[config.mk]
export PLATFORM = sky130hd
export DESIGN_NAME = alu_addsub_pipe
export DESIGN_NICKNAME = d
export VERILOG_FILES = /design/src/rtl/alu_pkg.sv /design/src/rtl/alu_addsub_core.sv /design/src/rtl/alu_addsub_pipe.sv
export SDC_FILE = /design/constraint.sdc
export NUM_CORES = 1
export LEC_CHECK = 0
export BUFFER_PORTS_ARGS = -buffer_cell sky130_fd_sc_hd__buf_2
export CAP_MARGIN = 20
export CORE_ASPECT_RATIO = 1.4
export CORE_MARGIN = 1
export CORE_UTILIZATION = 50
export DETAILED_ROUTE_END_ITERATION = 7
export PLACE_DENSITY = 0.75
export SLEW_MARGIN = 15
export SYNTH_ARGS = -nofsm -noshare
export SYNTH_HDL_FRONTEND = slang
export SYNTH_SLANG_ARGS = --single-unit
[constraint.sdc]
create_clock -name clk -period 2.5 [get_ports clk]
set_input_delay 0.125 -clock clk [delete_from_list [all_inputs] [get_ports clk]]
set_output_delay 0.125 -clock clk [all_outputs]
set_load 0.01 [all_outputs]
[src/rtl/alu_pkg.sv]
// -----------------------------------------------------------------------------
// alu_pkg
// Shared types for the add/sub pipeline:
//   alu_op_e    - 2-bit operation encoding (ADD, SUB, ACC, CLR)
//   alu_flags_t - carry/no-borrow, signed overflow and the three compare flags
// -----------------------------------------------------------------------------
package alu_pkg;

  typedef enum logic [1:0] {
    OP_ADD = 2'd0,  // a + b
    OP_SUB = 2'd1,  // a - b
    OP_ACC = 2'd2,  // acc + b, written back to acc
    OP_CLR = 2'd3   // acc := 0
  } alu_op_e;

  typedef struct packed {
    logic c_out;  // carry out of MSB (no-borrow for SUB)
    logic ovf;    // signed overflow of the actual addition
    logic alb;    // a < b
    logic agb;    // a > b
    logic aeb;    // a == b
  } alu_flags_t;

endpackage

[src/rtl/alu_addsub_core.sv]
// -----------------------------------------------------------------------------
// alu_addsub_core
// Purely combinational adder/subtractor with magnitude compare.
//   i_op    : operation (alu_op_e)
//   i_a/i_b : operands
//   i_acc   : current accumulator value (first addend for ACC)
//   o_sum   : result
//   o_flags : c_out, ovf, alb, agb, aeb
// Parameters: WIDTH (4..32), SIGNED_CMP (0 = unsigned, 1 = two's-complement).
// Build option: define ALU_SATURATE_EN to clamp overflowing results.
// -----------------------------------------------------------------------------
module alu_addsub_core
  import alu_pkg::*;
#(
  parameter int WIDTH      = 8,
  parameter int SIGNED_CMP = 0
) (
  input  alu_op_e          i_op,
  input  logic [WIDTH-1:0] i_a,
  input  logic [WIDTH-1:0] i_b,
  input  logic [WIDTH-1:0] i_acc,
  output logic [WIDTH-1:0] o_sum,
  output alu_flags_t       o_flags
);

  localparam int MSB = WIDTH - 1;

  logic [WIDTH-1:0] w_x;
  logic [WIDTH-1:0] w_y;
  logic             w_cin;
  logic [WIDTH:0]   w_raw;
  logic             w_ovf;
  logic             w_lt;
  logic             w_eq;

  // Operand steering onto one shared adder. CLR leaves both addends at zero,
  // which makes the sum, carry and overflow all zero without special cases.
  // NOTE: every always_comb output gets a default before the case, so no path can infer a latch.
  always_comb begin
    w_x   = '0;
    w_y   = '0;
    w_cin = 1'b0;
    case (i_op)
      OP_ADD: begin
        w_x = i_a;
        w_y = i_b;
      end
      OP_SUB: begin
        w_x   = i_a;
        w_y   = ~i_b;
        w_cin = 1'b1;
      end
      OP_ACC: begin
        w_x = i_acc;
        w_y = i_b;
      end
      default: ;
    endcase
  end

  assign w_raw = {1'b0, w_x} + {1'b0, w_y} + {{WIDTH{1'b0}}, w_cin};
  assign w_ovf = (w_x[MSB] == w_y[MSB]) && (w_raw[MSB] != w_x[MSB]);

`ifdef ALU_SATURATE_EN
  localparam logic [WIDTH-1:0] SAT_MAX = {1'b0, {(WIDTH-1){1'b1}}};
  localparam logic [WIDTH-1:0] SAT_MIN = {1'b1, {(WIDTH-1){1'b0}}};
  // On overflow both addends share a sign, and that sign picks the rail.
  assign o_sum = w_ovf ? (w_x[MSB] ? SAT_MIN : SAT_MAX) : w_raw[MSB:0];
`else
  assign o_sum = w_raw[MSB:0];
`endif

  // Compare always looks at the raw a/b operands, whatever the operation.
  always_comb begin
    if (SIGNED_CMP != 0) w_lt = $signed(i_a) < $signed(i_b);
    else                 w_lt = i_a < i_b;
  end
  assign w_eq = (i_a == i_b);

  always_comb begin
    o_flags       = '0;
    o_flags.c_out = w_raw[WIDTH];
    o_flags.ovf   = w_ovf;
    o_flags.alb   = w_lt;
    o_flags.agb   = !w_lt && !w_eq;
    o_flags.aeb   = w_eq;
  end

endmodule

[src/rtl/alu_addsub_pipe.sv]
// -----------------------------------------------------------------------------
// alu_addsub_pipe
// Two-stage valid/ready add/sub/accumulate pipeline.
//   clk, rst_n          : clock (rising edge), asynchronous active-low reset
//   in_valid/in_ready   : operand beat handshake
//   op, a, b            : operation and operands
//   out_valid/out_ready : result beat handshake
//   sum                 : result
//   c_out, ovf          : carry/no-borrow, signed overflow
//   alb, agb, aeb       : a<b, a>b, a==b (SIGNED_CMP selects signedness)
// Stage 1 registers the operands, stage 2 registers the result; a beat
// accepted in cycle n is presented in cycle n+2 when not back-pressured.
// Build option: define ALU_SATURATE_EN to clamp overflowing ADD/SUB/ACC.
// -----------------------------------------------------------------------------
module alu_addsub_pipe
  import alu_pkg::*;
#(
  parameter int WIDTH      = 8,
  parameter int SIGNED_CMP = 0
) (
  input  logic             clk,
  input  logic             rst_n,
  input  logic             in_valid,
  output logic             in_ready,
  input  logic [1:0]       op,
  input  logic [WIDTH-1:0] a,
  input  logic [WIDTH-1:0] b,
  output logic             out_valid,
  input  logic             out_ready,
  output logic [WIDTH-1:0] sum,
  output logic             c_out,
  output logic             ovf,
  output logic             alb,
  output logic             agb,
  output logic             aeb
);

  logic             r_s1_valid;
  alu_op_e          r_s1_op;
  logic [WIDTH-1:0] r_s1_a;
  logic [WIDTH-1:0] r_s1_b;
  logic             r_out_valid;
  logic [WIDTH-1:0] r_sum;
  alu_flags_t       r_flags;
  logic [WIDTH-1:0] r_acc;

  logic             w_advance;
  logic [WIDTH-1:0] w_core_sum;
  alu_flags_t       w_core_flags;

  // Stage 2 can take a new value when it is empty or being drained this cycle;
  // stage 1 can take a beat when it is empty or moving into stage 2.
  assign w_advance = !r_out_valid || out_ready;
  assign in_ready  = w_advance || !r_s1_valid;

  // Stage 1: operand register.
  // NOTE: sequential state uses non-blocking assignments so every register sees pre-edge values.
  always_ff @(posedge clk or negedge rst_n) begin
    if (!rst_n) begin
      r_s1_valid <= 1'b0;
      r_s1_op    <= OP_ADD;
      r_s1_a     <= '0;
      r_s1_b     <= '0;
    end else if (in_ready) begin
      r_s1_valid <= in_valid;
      if (in_valid) begin
        r_s1_op <= alu_op_e'(op);
        r_s1_a  <= a;
        r_s1_b  <= b;
      end
    end
  end

  alu_addsub_core #(
    .WIDTH      (WIDTH),
    .SIGNED_CMP (SIGNED_CMP)
  ) u_core (
    .i_op    (r_s1_op),
    .i_a     (r_s1_a),
    .i_b     (r_s1_b),
    .i_acc   (r_acc),
    .o_sum   (w_core_sum),
    .o_flags (w_core_flags)
  );

  // Stage 2: result register and accumulator. The accumulator is written in
  // the same edge that moves an ACC/CLR beat forward, so a following ACC beat
  // sitting in stage 1 one cycle later already sees the updated value.
  always_ff @(posedge clk or negedge rst_n) begin
    if (!rst_n) begin
      r_out_valid <= 1'b0;
      r_sum       <= '0;
      r_flags     <= '0;
      r_acc       <= '0;
    end else if (w_advance) begin
      r_out_valid <= r_s1_valid;
      if (r_s1_valid) begin
        r_sum   <= w_core_sum;
        r_flags <= w_core_flags;
        if (r_s1_op == OP_ACC || r_s1_op == OP_CLR) r_acc <= w_core_sum;
      end
    end
  end

  assign out_valid = r_out_valid;
  assign sum       = r_sum;
  assign c_out     = r_flags.c_out;
  assign ovf       = r_flags.ovf;
  assign alb       = r_flags.alb;
  assign agb       = r_flags.agb;
  assign aeb       = r_flags.aeb;

endmodule

==> impl_metrics.ini <==
[outcome]
status = finished clean

[synth]
syn_nets = 248
avgSynthCellArea_um2 = 10.8
ys_seq_area_share_pct = 45.6
yosysUniqueCellTypes = 32
netlist_instances = 209
synthesis.area_um2 = 2250
synth-warning-count = 0
ys_seq_elements = 41

[global_routing]
grt_pass1_vias = 1528
antenna_found_initial = 0
grt_pass1_wl_um = 6650
track_usage_pct = 18.8
grt_max_degree = 42
grt_overflow = 0

[floorplanning]
initial_core_util_pct = 52.6
fp.dieW_um = 58.7
die_h_um = 81.3
dieArea_um2 = 4770
row_count = 28
core_area_um2 = 4270
num_io_pins = 37

[clock_network]
htree_levels = 2
insertion_delay_ps = 290
clockBufferDepth = 2
path_clk_slew_ps = 70
cts_inserted_buffers = 5
root_buffer = clkbuf_8
cts_sinks = 41
cts_tree = done

[layout]
drive_gt1_share_pct = 35.8
final_cell_mix = dfrtp_1, buf_2, nand2_1
seq_area_um2 = 1030
fin_nets = 292
n_antenna_cell = 0
fillers = 386
final_common_cell = dfrtp_1
stdcell_area_um2 = 2660
syn_to_final_growth_pct = 18.3
multi_input_area_um2 = 1160

[worst_setup_path]
crit_type = reg -> reg
startpoint_type = flip-flop
crit_arrival_ps = 2560
cp.required_ps = 2690
path_max_fanout = 4
critPathCaptureType = flip-flop

[detailed_routing]
drt-initial-drc-count = 29
drt_wl_total_um = 4140
drtPass1Iterations = 4
vias = 1589
final_antenna_net_count = 0
via_per_inst = 5.06
drc_errors = 0
wire_per_inst_um = 13.2

[power]
vdd_drop_max_mv = 0.476
power_density_nw_per_um2 = 899
p_leak_nw = 1.33

[sta]
fin_crit_ps = 2370
drv_slew = 0
period_share_pct = 94.7
maxSlewHeadroom_pct = 42.1
clock_skew_ps = 3.40
setup_viol = 0
worst_slew_pin_slew_ps = 868
tns_ps = 0
hold_slack_ps = 45.1
hold_violations = 0
timing.fmax_mhz = 422

[placement]
io_buffers = 36
place_area_um2 = 2510
hpwlAfterDp_um = 3090
globalplace.congestion = 0.871

[run]
maxCapViolCount = 0

[worst_hold_path]
hold_path.class = in -> reg
==> power by group <==
group | internal [mW] | total [mW] | switching [mW]
clock network | 0.198 | 0.406 | 0.208
registers | 0.862 | 0.972 | 0.110
logic | 0.480 | 1.01 | 0.532
==> Yosys cell counts (all sizes together) <==
master | count | area share (%)
o41ai | 1 | 1.2
nor2 | 1 | 0.17
nor3 | 2 | 0.45
mux2 | 24 | 12
mux2i | 8 | 3.6
fa | 2 | 1.8
xnor2 | 3 | 1.2
buf | 4 | 1.2
nand2 | 33 | 5.6
o211ai | 2 | 0.67
nor2b | 2 | 0.56
a2111oi | 1 | 0.67
xor2 | 4 | 1.6
a21o | 5 | 1.7
inv | 18 | 3.0
clkbuf | 4 | 0.72
a21oi | 9 | 2.0
nand2b | 4 | 1.1
o221ai | 1 | 0.39
dfrtp | 41 | 46
nand3 | 1 | 0.22
and2 | 1 | 0.28
a211oi | 1 | 0.56
o21ai | 18 | 4.2
nand3b | 1 | 0.33
ha | 15 | 8.3
o31ai | 1 | 0.33
nand4 | 2 | 0.56
==> state kept, by name, indices dropped and copies added, names as in the netlist, 2 cells and up <==
name	count
r_acc	8
r_s1_a	8
r_s1_b	8
r_s1_op	2
sum	8
==> per-stage QoR <==
step | cells | power (mW) | utilization [%] | setup slack (ps)
4_1_cts | 313 | 2.35 | 60.9 | 26.6
3_3_place_gp | 304 | 1.90 | 58.8 | 131
6_report | 314 | 2.39 | 62.2 | 132
2_1_floorplan | 209 | 1.66 | - | 33.6
3_5_place_dp | 304 | 1.94 | 58.8 | 20.4
5_1_grt | 314 | 2.58 | 62.2 | -15.3
==> path summary, 6_finish.rpt <==
check / startpoint / end / slack (ps) / cells past startpoint
worst max-delay path: r_s1_op[1] / ovf / 130 / 10
worst min-delay path: in_valid / r_s1_valid / 50 / 2
worst max register to register: r_s1_op[1] / ovf / 130 / 10
worst min register to register: sum[4] / sum[4] / 470 / 2
max in group asynchronous: rst_n / r_s1_op[0] / 1420 / 2
min in group asynchronous: rst_n / sum[1] / 480 / 2
==> critical path, stage by stage (launching register included) <==
cell      delay (ps)
dfrtp_1          410
nor2b_4          140
nand2_2           70
o21ai_2           60
fa_2             430
buf_4            160
a211oi_2         240
o21ai_2          140
o41ai_4          280
xor2_1           110
o31ai_1          230
==> what timing repair did <==
item / CTS / global route
endpoints found under the hold margin: 41 / 0
setup buffers: 0 / 1
hold buffers: 1 / 0
setup endpoints to repair: 0 / 8
gates resized for setup: 0 / 18
==> layer usage <==
layer | up-vias | GRT usage [%] | wire, µm
li1 | 800 | - | -
met1 | 747 | 20.8 | 1700
met2 | 33 | 34.0 | 2170
met3 | 9 | 4.46 | 176
met4 | 0 | 8.10 | 84
met5 | - | 0 | 0
==> layout make-up <==
type,instances,area share [%]
multi-input combinational,142,43.6
timing repair buffer,45,9.41
sequential,41,38.6
inverter,18,2.54
clock buffer,8,3.01
tap,60,2.82
==> logic make-up (layout without fill, tap and decap cells) <==
family	Yosys count	in the layout	share of synthesized area (%)
multiplexers	32	32	15.6
XOR/XNOR	7	7	2.73
AO/OA/AOI/OAI	39	39	11.7
buffers and inverters	26	71	4.95
adder cells (fa/ha/maj)	17	17	10.1
flip-flops	41	41	45.6
AND/OR/NAND/NOR	47	47	9.29
Note: power is estimated with default switching activity, not from simulation.
